## config.mk

```make
export PLATFORM = sky130hd
export DESIGN_NAME = output_port_allocator
export DESIGN_NICKNAME = d
export VERILOG_FILES = /design/src/rtl/noc_pkg.sv /design/src/rtl/rr_matrix_arbiter.sv /design/src/rtl/output_port_allocator.sv
export SDC_FILE = /design/constraint.sdc
export NUM_CORES = 1
export LEC_CHECK = 0
export ABC_AREA = 1
export BUFFER_PORTS_ARGS = -buffer_cell sky130_fd_sc_hd__clkbuf_2
export CAP_MARGIN = 25
export CORE_MARGIN = 3
export CORE_UTILIZATION = 56
export CTS_CLUSTER_DIAMETER = 200
export CTS_CLUSTER_SIZE = 20
export DETAILED_ROUTE_END_ITERATION = 8
export PLACE_DENSITY = 0.91
export SLEW_MARGIN = 0
export SYNTH_ARGS = -nofsm -noshare
export SYNTH_HDL_FRONTEND = slang
export SYNTH_SLANG_ARGS = --single-unit
```

## constraint.sdc

```tcl
create_clock -name clk -period 4.35 [get_ports clk]
set_input_delay 0 -clock clk [delete_from_list [all_inputs] [get_ports clk]]
set_output_delay 0 -clock clk [all_outputs]
set_load 0.005 [all_outputs]
```

## src/rtl/noc_pkg.sv

```systemverilog
// Shared NoC router definitions.
//   NUM_PORTS / PORT_* : router port count and port index constants
//   CREDIT_MAX_DEF     : default downstream buffer depth in flits
//   flit_type_e        : flit kind carried alongside each flit
//   alloc_state_e      : output allocator FSM states
//   clog2()            : ceiling log2 helper for index widths
package noc_pkg;
  localparam int NUM_PORTS      = 5;
  localparam int PORT_N         = 0;
  localparam int PORT_E         = 1;
  localparam int PORT_S         = 2;
  localparam int PORT_W         = 3;
  localparam int PORT_L         = 4;
  localparam int CREDIT_MAX_DEF = 4;

  typedef enum logic [1:0] {
    FLIT_HEAD,
    FLIT_BODY,
    FLIT_TAIL,
    FLIT_HEADTAIL
  } flit_type_e;

  typedef enum logic {
    ST_IDLE,
    ST_LOCKED
  } alloc_state_e;

  function automatic int clog2(input int v);
    int r;
    r = 0;
    while ((1 << r) < v) r++;
    return r;
  endfunction
endpackage

```

## src/rtl/rr_matrix_arbiter.sv

```systemverilog
// Least-recently-granted matrix arbiter.
//   clk, rst : clock, async active-high reset
//   req[N]   : requesting inputs
//   update   : pulse; the current winner drops to lowest priority
//   win[N]   : one-hot winner among req (0 when req==0)
// Only the upper triangle of the priority matrix is stored: bit (a,b), a<b,
// set means a beats b. Reset clears all bits so higher indices win.
module rr_matrix_arbiter #(
  parameter int N = 4
) (
  input  logic         clk,
  input  logic         rst,
  input  logic [N-1:0] req,
  input  logic         update,
  output logic [N-1:0] win
);
  localparam int NP = N * (N - 1) / 2;

  function automatic int pidx(input int a, input int b);
    return a * N - (a * (a + 1)) / 2 + (b - a - 1);
  endfunction

  logic [NP-1:0]         pri;
  logic [N-1:0][N-1:0]   bt;   // bt[a][b]: a beats b

  always_comb begin
    bt = '0;
    for (int a = 0; a < N; a++)
      for (int b = a + 1; b < N; b++) begin
        bt[a][b] = pri[pidx(a, b)];
        bt[b][a] = ~pri[pidx(a, b)];
      end
  end

  always_comb begin
    win = '0;
    for (int i = 0; i < N; i++) begin
      win[i] = req[i];
      for (int j = 0; j < N; j++)
        if (j != i && req[j] && bt[j][i]) win[i] = 1'b0;
    end
  end

  // Winner loses to everyone else; pairs not involving it are untouched.
  for (genvar a = 0; a < N; a++) begin : g_row
    for (genvar b = a + 1; b < N; b++) begin : g_col
      localparam int K = pidx(a, b);
      always_ff @(posedge clk or posedge rst) begin
        if (rst)                  pri[K] <= 1'b0;
        else if (update && win[a]) pri[K] <= 1'b0;
        else if (update && win[b]) pri[K] <= 1'b1;
      end
    end
  end
endmodule

```

## src/rtl/output_port_allocator.sv

```systemverilog
// Per-output-port wormhole allocator with credit-based flow control.
//   clk, rst      : clock, async active-high reset
//   req/head/tail : per-input flit valid, head and tail flags for this output
//   credit_return : downstream freed one slot
//   gnt, sel      : one-hot grant and its binary index (zero-cycle, comb)
//   fire          : a flit crosses this cycle
//   locked        : a packet owns the output
//   credits       : current downstream credit count
//   err_ovf       : sticky credit overflow flag
module output_port_allocator
  import noc_pkg::*;
#(
  parameter int NUM_IN     = 4,
  parameter int CREDIT_MAX = CREDIT_MAX_DEF,
  parameter int CREDIT_W   = 3
) (
  input  logic                       clk,
  input  logic                       rst,
  input  logic [NUM_IN-1:0]          req,
  input  logic [NUM_IN-1:0]          head,
  input  logic [NUM_IN-1:0]          tail,
  input  logic                       credit_return,
  output logic [NUM_IN-1:0]          gnt,
  output logic [$clog2(NUM_IN)-1:0]  sel,
  output logic                       fire,
  output logic                       locked,
  output logic [CREDIT_W-1:0]        credits,
  output logic                       err_ovf
);
  localparam int SEL_W = clog2(NUM_IN);
  localparam logic [CREDIT_W-1:0] CMAX = CREDIT_W'(CREDIT_MAX);

  alloc_state_e      state, state_nx;
  logic [SEL_W-1:0]  owner, owner_nx;
  logic [NUM_IN-1:0] eligible, win;
  logic              has_cred;

  assign has_cred = (credits != '0);
  assign eligible = (state == ST_IDLE) ? (req & head) : '0;

  // Matrix moves only on granted head flits, i.e. fires out of IDLE.
  rr_matrix_arbiter #(.N(NUM_IN)) u_arb (
    .clk    (clk),
    .rst    (rst),
    .req    (eligible),
    .update ((state == ST_IDLE) && fire),
    .win    (win)
  );

  always_comb begin
    gnt = '0;
    if (has_cred) begin
      if (state == ST_IDLE) gnt = win;
      else                  gnt[owner] = req[owner];
    end
  end

  always_comb begin
    sel = '0;
    for (int i = 0; i < NUM_IN; i++)
      if (gnt[i]) sel = SEL_W'(i);
  end

  assign fire   = |gnt;
  assign locked = (state == ST_LOCKED);

  always_comb begin
    state_nx = state;
    owner_nx = owner;
    case (state)
      ST_IDLE: begin
        if (fire && !(|(gnt & tail))) begin
          state_nx = ST_LOCKED;
          owner_nx = sel;
        end
      end
      ST_LOCKED: begin
        if (fire && tail[owner]) state_nx = ST_IDLE;
      end
      default: state_nx = ST_IDLE;
    endcase
  end

  always_ff @(posedge clk or posedge rst) begin
    if (rst) begin
      state <= ST_IDLE;
      owner <= '0;
    end else begin
      state <= state_nx;
      owner <= owner_nx;
    end
  end

  // fire is never asserted at zero credits, so no underflow guard needed.
  always_ff @(posedge clk or posedge rst) begin
    if (rst) begin
      credits <= CMAX;
      err_ovf <= 1'b0;
    end else if (fire && !credit_return) begin
      credits <= credits - 1'b1;
    end else if (!fire && credit_return) begin
      if (credits == CMAX) err_ovf <= 1'b1;
      else                 credits <= credits + 1'b1;
    end
  end
endmodule
```

==> summary.txt <==
Die
  – Initial Util: around 60%
  – Rows: 15
  – Core area: between 1500 and 2000 um2
  – Die area: ~2400 um2
  – Die span in x: just under 50 um
  – Boundary Pins: 27
  – Die H: ~49 um

STA
  – Slew Limit Fails: 0
  – Slew HR: 60.34%
  – Max Fclk: just under 400 MHz
  – Layout Skew: between 1.5 and 2 ps
  – Fin. Hold Viols: 0
  – Fin crit share: between 50 and 60%
  – Sum Neg Setup Slack: 0 ps
  – Tightest Pin Transition: 594.9 ps
  – Final Setup Violations: 0
  – RSZ-0062 raised after global routing: no
  – Period minus WS final: around 2600 ps

Place
  – Placed Area: roughly 1200 um2
  – Hpwl dp: ~2.1 mm
  – Number of port buffers: 26
  – Gpl congestion: between 0.9 and 1

Logic synthesis
  – Synth Register Bits: 13
  – Post-synthesis sequential area ratio: between 30% and 40%
  – Syn Area/Cell: 7.257 um2
  – Mapped Cells: around 150
  – Syn nets: approximately 160
  – Library cells used by synthesis: 27
  – Post-Syn Area: between 1000 and 1500 um2
  – YS warnings: 0

Critical path
  – CP startpoint kind: register
  – CP max FO: 11
  – Crit path capture type: register
  – Crit Path Class: register to register
  – Worst Path Required: between 4000 and 5000 ps
  – WP data arrival: between 2000 and 3000 ps

Route
  – Via count: around 1100
  – Vias per inst: ~5.3
  – First-pass DRT Iterations: 4
  – Mean routed wirelength per cell: ~12 um
  – Post-route ant nets: 0
  – Routed WL: between 2 and 2.5 mm
  – Iter 0 DRT Violations: 18
  – Residual DRC: 0

Status
  – Status: complete, no violations

Layout
  – Commonest non-fill, non-tap cell in the layout: nand2_1
  – Multi-input logic area: approximately 600 um2
  – Fin area: 1239 um2
  – Commonest cells after routing, fill and taps aside: 33 x nand2_1, 26 x clkbuf_2, 25 x inv_1
  – Share of layout cells above drive strength 1: approximately 34%
  – # diodes: 0
  – Post-layout nets: 194
  – Filler cell count: between 150 and 200
  – FF+latch area: ~330 um2
  – Area grow syn2layout: 17.72%

Global route
  – Initial antenna violation count: 0
  – First-pass GRT wire length: ~4.3 mm
  – Gr usage total: between 20 and 25%
  – Vias in the first global route: ~1100
  – Largest net degree at the start of global routing: 14
  – GRT overflow: 0

Clock network
  – Bufs on Longest Clock Path: 2
  – Clock sink count: 13
  – Worst-path clk slew: ~80 ps
  – Inserted Clock Buffers: 3
  – Post-CTS Resized: 0
  – Clk_lat worst skew: 270 ps
  – TritonCTS clock tree: yes
  – Postcts setup bufs: 0
  – Htree depth: 1
  – Clk root buf: clkbuf_4

Power
  – PD cells: 769.6 nW/um2
  – Peak VDD IR: 0.4563 mV
  – Leak: approximately 0.68 nW

Job
  – Max Cap Viol: 0

Hold path
  – Hold Path Class: input pin to register
cell usage after synthesis, drive strengths merged:
master,n,area (um2)
a21oi,7,35.03
fa,1,20.02
dfstp,1,26.28
dfrtp,12,300.3
a41o,1,10.01
buf,1,11.26
xnor2,2,17.52
ha,2,25.02
o21bai,1,7.510
nand4,3,25.02
o21ai,7,35.03
nand3,18,120.1
nor3,2,15.01
xor2,1,8.760
nor2,17,103.9
nand2,41,178.9
inv,28,112.6
final timing paths:
kind | from | to | slack (ps) | depth (start not counted)
max in group asynchronous | rst | credits[2] | 3720 | 3
worst min register to register | err_ovf | err_ovf | 480 | 1
min in group asynchronous | rst | u_arb.bt[11] | 280 | 3
worst min-delay path | tail[1] | owner[0] | 150 | 6
worst max register to register | locked | credits[2] | 1750 | 13
worst max-delay path | locked | credits[2] | 1750 | 13
flip-flops by register name, summed over array words and instances, names as in the netlist:
register / count
u_arb.bt: 6
credits: 3
owner: 2
err_ovf: 1
locked: 1
cell families after synthesis:
logic type / Yosys count / synth area share [%]
XOR/XNOR: 3 / 2.497
buffers and inverters: 29 / 11.77
flip-flops: 13 / 31.04
AND/OR/NAND/NOR: 81 / 42.09
AO/OA/AOI/OAI: 16 / 8.323
adder cells (fa/ha/maj): 3 / 4.280
final cells by class:
cell class,instances,share of cell area [%]
clock buffers,4,2.121
flip-flops and latches,13,26.36
repair buffers,27,11.31
inverters,28,9.091
multi-input cells,103,48.59
well taps,25,2.525
what timing repair did:
item	4_1_cts	5_1_grt
setup endpoints to repair	0	0
hold endpoints to repair	12	0
hold buffers	1	0
power breakdown:
| part | total, mW | switching (mW) | internal, mW | leakage, nW |
|---|---|---|---|---|
| combinational | 0.620 | 0.382 | 0.237 | 0.514 |
| sequential | 0.262 | 0.0738 | 0.188 | 0.151 |
| clock | 0.0718 | 0.0363 | 0.0355 | 0.0150 |
worst max-delay path, stage by stage, from the launching register on:
cell	delay, ps
dfrtp_1	600
inv_8	180
nand3_2	110
nor2_2	140
nand3_2	100
nand2_1	100
nand2_2	80
nand4_2	150
ha_1	210
inv_1	80
fa_1	380
xnor2_1	150
nand3_1	110
xnor2_1	140
layer usage:
metal	track usage, %	up-vias	share of wire (%)
li1	-	518	-
met1	25.38	484	40
met2	40.85	45	52
met3	2.752	4	6.8
met4	10.43	0	1.4
met5	0	-	0
stage by stage:
step	hold WS (ps)	setup slack, ps	power [mW]	util [%]	cells
after floorplan	-123.8	2156	0.7048	-	145
after global placement	10.65	1941	0.8425	68.89	195
after detailed placement	29.11	1756	0.8779	68.89	195
after CTS	141.3	1752	0.9535	70.97	200
after global routing	181.8	1585	1.050	70.97	200
final	154.7	1752	0.9533	70.97	200
Power figures use the tool's default switching activity.
